File: src/rtl/rr_hold_arbiter.sv
// rr_hold_arbiter: round-robin arbiter where the owner keeps the grant until
// it drops its request, with a hold-cycle limit that forces rotation.
module rr_hold_arbiter #(
  parameter int NUM_REQUESTERS  = 8,
  parameter int INDEX_WIDTH     = 3,
  parameter int MAX_HOLD_CYCLES = 16
) (
  input  logic                      clk_in,
  input  logic                      reset_n_in,
  input  logic [NUM_REQUESTERS-1:0] request_in,
  input  logic                      resource_ready_in,
  output logic [NUM_REQUESTERS-1:0] grant_out,
  output logic [INDEX_WIDTH-1:0]    grant_index_out,
  output logic                      grant_valid_out,
  output logic                      preempt_out
);

  localparam int HW =
    (MAX_HOLD_CYCLES > 0) ? $clog2(MAX_HOLD_CYCLES + 1) : 1;

  localparam logic [HW-1:0] HOLD_LIM = HW'(MAX_HOLD_CYCLES);

  localparam logic [INDEX_WIDTH-1:0] LAST_IDX =
    INDEX_WIDTH'(NUM_REQUESTERS - 1);

  typedef enum logic [1:0] {
    IDLE    = 2'd0,
    GRANTED = 2'd1,
    PREEMPT = 2'd2
  } state_t;

  state_t                    state;
  logic [INDEX_WIDTH-1:0]    priority_ptr;
  logic [HW-1:0]             hold_cnt;

  logic [INDEX_WIDTH-1:0]    next_ptr;
  logic [INDEX_WIDTH-1:0]    sel_ptr;
  logic [INDEX_WIDTH-1:0]    win_hi;
  logic [INDEX_WIDTH-1:0]    win_lo;
  logic [INDEX_WIDTH-1:0]    winner;
  logic [NUM_REQUESTERS-1:0] win_oh;
  logic                      hi_hit;
  logic                      any_req;
  logic                      owner_req;
  logic                      preempt_due;
  logic                      hold_sat;

  assign any_req   = |request_in;
  assign owner_req = |(request_in & grant_out);
  assign hold_sat  = &hold_cnt;

  assign preempt_due =
    (MAX_HOLD_CYCLES != 0) && (hold_cnt == HOLD_LIM);

  // pointer just past the current owner, wrapped at the last requester
  assign next_ptr = (grant_index_out == LAST_IDX)
                  ? '0
                  : grant_index_out + 1'b1;

  // a release searches from just past the owner, idle uses the pointer
  assign sel_ptr = (state == GRANTED) ? next_ptr : priority_ptr;

  // two find-first-one searches: at/above sel_ptr, and over everything
  always_comb begin
    hi_hit = 1'b0;
    win_hi = '0;
    win_lo = '0;
    for (int i = NUM_REQUESTERS - 1; i >= 0; i--) begin
      if (request_in[i]) begin
        win_lo = INDEX_WIDTH'(i);
        if (INDEX_WIDTH'(i) >= sel_ptr) begin
          hi_hit = 1'b1;
          win_hi = INDEX_WIDTH'(i);
        end
      end
    end
  end

  assign winner = hi_hit ? win_hi : win_lo;

  // one-hot form of the winning index
  always_comb begin
    win_oh = '0;
    for (int i = 0; i < NUM_REQUESTERS; i++) begin
      win_oh[i] = (winner == INDEX_WIDTH'(i));
    end
  end

  // ownership FSM with registered grant outputs
  always_ff @(posedge clk_in or negedge reset_n_in) begin
    if (!reset_n_in) begin
      state           <= IDLE;
      priority_ptr    <= '0;
      hold_cnt        <= '0;
      grant_out       <= '0;
      grant_index_out <= '0;
      grant_valid_out <= 1'b0;
      preempt_out     <= 1'b0;
    end else begin
      unique case (state)
        IDLE: begin
          preempt_out <= 1'b0;
          if (resource_ready_in && any_req) begin
            state           <= GRANTED;
            hold_cnt        <= HW'(1);
            grant_out       <= win_oh;
            grant_index_out <= winner;
            grant_valid_out <= 1'b1;
          end else begin
            hold_cnt        <= '0;
            grant_out       <= '0;
            grant_index_out <= '0;
            grant_valid_out <= 1'b0;
          end
        end
        GRANTED: begin
          if (!owner_req) begin
            priority_ptr <= next_ptr;
            if (resource_ready_in && any_req) begin
              hold_cnt        <= HW'(1);
              grant_out       <= win_oh;
              grant_index_out <= winner;
              grant_valid_out <= 1'b1;
            end else begin
              state           <= IDLE;
              hold_cnt        <= '0;
              grant_out       <= '0;
              grant_index_out <= '0;
              grant_valid_out <= 1'b0;
            end
          end else if (preempt_due) begin
            state           <= PREEMPT;
            priority_ptr    <= next_ptr;
            hold_cnt        <= '0;
            grant_out       <= '0;
            grant_index_out <= '0;
            grant_valid_out <= 1'b0;
            preempt_out     <= 1'b1;
          end else if (!hold_sat) begin
            hold_cnt <= hold_cnt + 1'b1;
          end
        end
        PREEMPT: begin
          state       <= IDLE;
          preempt_out <= 1'b0;
        end
        default: begin
          state           <= IDLE;
          hold_cnt        <= '0;
          grant_out       <= '0;
          grant_index_out <= '0;
          grant_valid_out <= 1'b0;
          preempt_out     <= 1'b0;
        end
      endcase
    end
  end

endmodule

File: config.mk
export PLATFORM = sky130hd
export DESIGN_NAME = rr_hold_arbiter
export DESIGN_NICKNAME = d
export VERILOG_FILES = /design/src/rtl/rr_hold_arbiter.sv
export SDC_FILE = /design/constraint.sdc
export NUM_CORES = 1
export LEC_CHECK = 0
export ABC_AREA = 1
export BUFFER_PORTS_ARGS = -buffer_cell sky130_fd_sc_hd__buf_2
export CAP_MARGIN = 20
export CORE_UTILIZATION = 59
export DETAILED_ROUTE_END_ITERATION = 12
export GPL_TIMING_DRIVEN = 0
export HOLD_SLACK_MARGIN = 0.1
export PLACE_DENSITY_LB_ADDON = 0.1
export SLEW_MARGIN = 20
export SYNTH_ARGS = -nofsm -noshare
export SYNTH_HDL_FRONTEND = slang
export SYNTH_SLANG_ARGS = --single-unit
File: constraint.sdc
create_clock -name clk_in -period 4.2 [get_ports clk_in]
set_clock_uncertainty 0.2 [all_clocks]
set_input_delay 0.21 -clock clk_in [delete_from_list [all_inputs] [get_ports clk_in]]
set_output_delay 0.21 -clock clk_in [all_outputs]
set_load 0.03 [all_outputs]
==> results of run 1 <==
[tightest hold or removal path, cell delays in order]
cell and delay [ns]:
buf_2 0.08, o21ai_0 0.07, inv_1 0.10, nor3_1 0.06, nor2_1 0.09
[state kept, by name, summed over array words and instances (netlist names)]
name             count
grant_index_out      3
grant_out            8
priority_ptr         3
state                2
hold_cnt             5
grant_valid_out      1
preempt_out          1
[final cells by class]
type	count	area share (%)
repair buffers	24	7.657
clock buffers	4	1.608
well taps	28	2.144
multi-input cells	151	47.86
plain buffers	1	0.2297
flip-flops and latches	23	35.22
inverters	23	5.283
[stage by stage]
step	instance area (um2)	total power, mW
4_1_cts	1634	1.074
5_1_grt	1634	1.166
6_report	1634	1.075
3_3_place_gp	1598	0.9374
2_1_floorplan	1448	0.8132
3_5_place_dp	1598	0.9721
[Yosys cell counts (2+ instances only)]
library cell / count / area [um2]
a21oi_1: 5 / 25.02
nand2_4: 2 / 22.52
o21ai_1: 2 / 10.01
inv_1: 20 / 75.07
nand2_2: 9 / 56.30
nor2_1: 16 / 60.06
nor2_4: 2 / 22.52
o21ai_0: 9 / 45.04
nand2_1: 65 / 244.0
nand4_1: 6 / 37.54
ha_1: 5 / 62.56
nor2_2: 4 / 25.02
nand3_1: 14 / 70.07
mux2_2: 2 / 22.52
dfrtp_1: 23 / 575.6
a221oi_1: 3 / 26.28
inv_2: 3 / 11.26
[logic make-up after synthesis]
kind of cell    count (synthesis)  share of synthesized area [%]
fa+ha+maj                       5                          4.322
simple gates                  121                          38.63
compound gates                 22                          8.903
buf+inv                        24                          6.223
mux                             2                          1.556
xor+xnor                        1                         0.6051
flops                          23                          39.76
[routing by layer]
layer | routed length [um] | vias up
li1 | - | 707
met4 | 29 | 0
met3 | 114 | 4
met2 | 1527 | 40
met1 | 1576 | 640
met5 | 0 | -
[worst min path at each step]
stage	start	end	slack [ns]	cells after the start
floorplan	reset_n_in	grant_index_out[0]	-0.29	0
global placement	reset_n_in	priority_ptr[2]	-0.002	1
detailed placement	reset_n_in	priority_ptr[2]	0.008	1
CTS	resource_ready_in	state[0]	0.13	5
global route	resource_ready_in	state[0]	0.17	5
finish	resource_ready_in	state[0]	0.13	5
[power by group]
group | internal (mW) | switching [mW]
combinational | 0.197 | 0.440
clock | 0.0370 | 0.0637
sequential | 0.284 | 0.0538
total | 0.518 | 0.557
==> metrics.cfg, run 1 <==
[run_status]
outcome = finished, final reports clean

[floorplanning]
die_h_um = 51.54
start_util_pct = 64.21
die-area_um2 = 2656
rows = 17
core_um2 = 2255
pin_count = 24
dieWidth_um = 51.54

[critical_path]
r2r_start = grant_index_out[0]
path_class = flop to flop
cp.required_ns = 4.20
crit_chain = ha_1 > ha_1 > nand3_1 > nand2_2 > nand3_1 > nand2_1 > nand2_1 > nor2_1 > nand3_1 > nand2_2 > inv_1 > nand4_1 > nand2_1
cp_top_family = simple AND/OR/NAND/NOR gates
endpoint_kind = flop
r2r_end = grant_out[4]
crit_fanout = 5
start_kind = flop
rrSetupSlack_ns = 1.70
cp_num_buf_inv = 1
cp.arrival_ns = 2.50
crit_path_end = grant_out[4]
cpPeakStageDelay_ns = 0.46
reg2reg_depth = 13
startpoint = grant_index_out[0]
crit_slowest_cell = dfrtp_1
cp.depth = 13

[pwr]
power_density_nw_per_um2 = 658.1
leakage_nw = 0.9043
vdd_ir_drop_max_v = 0.0004316

[yosys]
synth_cell_types = 25
yosysWarningCount = 0
syn_avg_cell_area_um2 = 7.311
ys.flop_type = dfrtp_1
syn-instance-count = 198
ys_ff_latch = 23
synthArstFlopShare_pct = 100.0
ys_seq_area_share_pct = 39.76
netlist_area_um2 = 1448
syn_nets = 214
synth_edf_count = 0

[clock_network]
cts.sinks = 23
cts_buffer_depth = 2
htreeDepth = 1
cts_hold_buf = 1
cts_setup_buffers = 0
tritoncts = yes
cts_resized = 0
cts_buffers = 3
path_clk_slew_ns = 0.13
clk_latency_ns = 0.31
cts-root-buf = clkbuf_4

[route]
ant_nets = 0
routed_wl_um = 3248
drcViolationCount = 0
drt_iter0_drc = 41
wl_per_cell_um = 12.79
firstDrtPassIters = 4
vias = 1391
via_per_inst = 5.476

[final_layout]
drive_above_1_share_pct = 21.68
finalNonFillerCells = 254
final_util_pct = 72.48
nFillCells = 181
seqCellArea_um2 = 575.6
nets = 243
area_growth_pct = 12.88
multi_input_area_um2 = 782.0
final_cell_mix = 65 x nand2_1, 23 x dfrtp_1, 23 x buf_2
n_antenna_cell = 0
final_common_cell = nand2_1

[global_routing]
grtUsageTotal_pct = 28.50
grt_util_met1_pct = 38.42
use_met3_pct = 2.339
grt_pass1_wl_um = 5602
grt_pass1_vias = 1319
gr-total-overflow = 0
grt_max_degree = 24
globalRouteMet2Util_pct = 47.84
antenna_found_initial = 0
global_route.peak_usage_layer = met2

[sta]
tns_ns = 0
max-slew-margin-rel_pct = 66.64
slew_violations = 0
holdWs_ns = 0.1336
timing.final.ws_setup_ns = 1.698
fmax_mhz = 399.6
tightest_slew_ns = 0.5004
hold_violations = 0
setup_viol = 0
rsz0062_at_grt = no
period_share_pct = 59.58
post-route-min-period_ns = 2.502

[place]
gp_congestion = 0.8457
post-dp-hpwl_um = 2580
dpl.cell_count = 249
pre_cts_slack_ns = 1.770
numPortBuffers = 23

[flow_run]
max_cap_violations = 0

[worst_hold_path]
hp-class = input port to flop

No activity file was read; power rests on OpenSTA's default activity.
==> run 2, diff against run 1 <==
--- a/config.mk
+++ b/config.mk
@@ -8,7 +8,7 @@
 export ABC_AREA = 1
 export BUFFER_PORTS_ARGS = -buffer_cell sky130_fd_sc_hd__buf_2
 export CAP_MARGIN = 20
-export CORE_UTILIZATION = 59
+export CORE_UTILIZATION = 50
 export DETAILED_ROUTE_END_ITERATION = 12
 export GPL_TIMING_DRIVEN = 0
 export HOLD_SLACK_MARGIN = 0.1
==> constraint.sdc (replaced) <==
create_clock -name clk_in -period 2.06 [get_ports clk_in]
set_clock_uncertainty 0.2 [all_clocks]
set_input_delay 0.103 -clock clk_in [delete_from_list [all_inputs] [get_ports clk_in]]
set_output_delay 0.103 -clock clk_in [all_outputs]
set_load 0.03 [all_outputs]
==> metrics.cfg, run 2 (synthesis results as in run 1) <==
[global_routing]
antenna_found_initial = 0
grt_util_met1_pct = 37.10
gr-total-overflow = 0
grt_max_degree = 13
grt_pass1_vias = 1373
grt_pass1_wl_um = 6216
grtUsageTotal_pct = 25.72
use_met3_pct = 3.488
global_route.peak_usage_layer = met2
globalRouteMet2Util_pct = 40.45

[clock_network]
tritoncts = yes
htreeDepth = 1
path_clk_slew_ns = 0.12
cts_buffers = 3
cts_buffer_depth = 2
cts-root-buf = clkbuf_4
cts.sinks = 23
clk_latency_ns = 0.32

[final_layout]
largest_register_ffs = 8
drive_above_1_share_pct = 36.13
n_antenna_cell = 0
nets = 255
final_common_cell = nand2_1
finalNonFillerCells = 269
regMostFlops = grant_out
reg_top3 = grant_out x8, hold_cnt x5
area_growth_pct = 33.10
final_cell_mix = 57 x nand2_1, 23 x buf_2, 20 x dfrtp_1
nFillCells = 233

[run_status]
outcome = complete, but fails checks
violations = setup timing

[place]
numPortBuffers = 23
gp_congestion = 0.8863
post-dp-hpwl_um = 2580
dpl.cell_count = 252
pre_cts_slack_ns = -0.2095

[floorplanning]
core_um2 = 2758
start_util_pct = 52.50
pin_count = 24
rows = 19
dieWidth_um = 55.81
die-area_um2 = 3114
die_h_um = 55.81

[worst_hold_path]
hp-class = input port to flop
min-delay-start = request_in[1]

[sta]
timing.final.ws_setup_ns = -0.2501
max-slew-margin-rel_pct = 60.83
hold_violations = 0
slew_violations = 0
post-route-min-period_ns = 2.310
rsz0062_at_grt = yes
setup_viol = 11
period_share_pct = 112.1
fmax_mhz = 432.9
tightest_slew_ns = 0.5856

[critical_path]
cp.arrival_ns = 2.32
start_kind = flop
cpPeakStageDelay_ns = 0.46
cp_top_family = simple AND/OR/NAND/NOR gates
endpoint_kind = flop
crit_chain = ha_4 > ha_4 > nand3_4 > nand2_8 > inv_2 > nand2_2 > nand2_4 > nor2_4 > inv_2 > nor2_4 > nor2_4 > nand2_4 > nand2_4 > nand3_2 > nand2_1
r2r_start = grant_index_out[0]
cp.required_ns = 2.07
startpoint = grant_index_out[0]
crit_fanout = 5
path_class = flop to flop
cp_num_buf_inv = 2
crit_slowest_cell = dfrtp_2

[route]
vias = 1479
drcViolationCount = 0
firstDrtPassIters = 6
wl_per_cell_um = 13.82
ant_nets = 0
routed_wl_um = 3718
drt_iter0_drc = 97
via_per_inst = 5.498

[flow_run]
max_cap_violations = 0

[pwr]
leakage_nw = 1.005
power_density_nw_per_um2 = 1376
vdd_ir_drop_max_v = 0.001084

==> run 2: changes by cell type in the layout (fill, tap and decap cells not counted), moves of 3 or more <==
cell | previous run | this run
dlygate4sd3_1 | 1 | 5
buf_4 | 0 | 8
dfrtp_1 | 23 | 20
nand2_1 | 65 | 57
nor2_4 | 2 | 5
nand2_4 | 2 | 8
nand3_2 | 1 | 7
nand3_1 | 14 | 6
dfrtp_2 | 0 | 3
nor2_1 | 16 | 13
==> run 2: repair_timing <==
| item | in CTS | in global routing |
|---|---|---|
| buffers inserted | 6 | 2 |
| hold buffers | 5 | 0 |
| endpoints found under the setup margin | 11 | 15 |
| endpoints found under the hold margin | 29 | 0 |
| resized for setup | 12 | 23 |
| pin swaps | 10 | 17 |
==> run 2: area by class of cell <==
cell class	count	area (um2)	area share, %
inverters	23	88.84	4.610
well taps	31	38.79	2.013
plain buffers	1	5.005	0.2597
clock buffers	4	26.28	1.364
flip-flops and latches	23	579.3	30.06
multi-input cells	151	963.4	50.00
repair buffers	36	225.2	11.69
==> run 2: final timing paths <==
path	end	slack [ns]	cells after the start
min in group asynchronous	priority_ptr[0]	0.61	3
min	grant_out[3]	0.12	6
max reg2reg	grant_out[7]	-0.25	15
max	grant_out[7]	-0.25	15
max in group asynchronous	grant_index_out[0]	0.58	3
min reg2reg	grant_valid_out	0.28	2
==> run 2: layer usage <==
metal / wire, um / part of all wire [%]
met5: 0 / 0
met4: 37 / 1.0
met3: 168 / 4.5
met2: 1809 / 49
met1: 1703 / 46
==> run 2: power by group <==
group	switching [mW]	internal, mW	leakage, nW
clock network	0.138	0.0757	0.0150
registers	0.115	0.584	0.302
logic	1.11	0.625	0.688
total	1.37	1.28	1.00
==> run 2: worst min-delay path: stages <==
cell and delay (ns):
buf_2 0.12, a211oi_1 0.06, nand3_1 0.12, nand2_4 0.09, nand3_2 0.07, nand2_1 0.04
==> run 2: metrics by stage <==
stage	power (mW)	util, %	cell area [um2]	TNS (ns)	hold slack (ns)
after global placement	1.989	59.80	1649	-1.313	-0.1072
after global routing	2.850	69.87	1927	-3.426	0.1852
after CTS	2.420	66.15	1824	-1.519	0.1011
after floorplan	1.717	-	1495	-0.7373	-0.3926
after detailed placement	2.031	59.80	1649	-1.639	-0.1004
final	2.651	69.87	1927	-2.186	0.1176
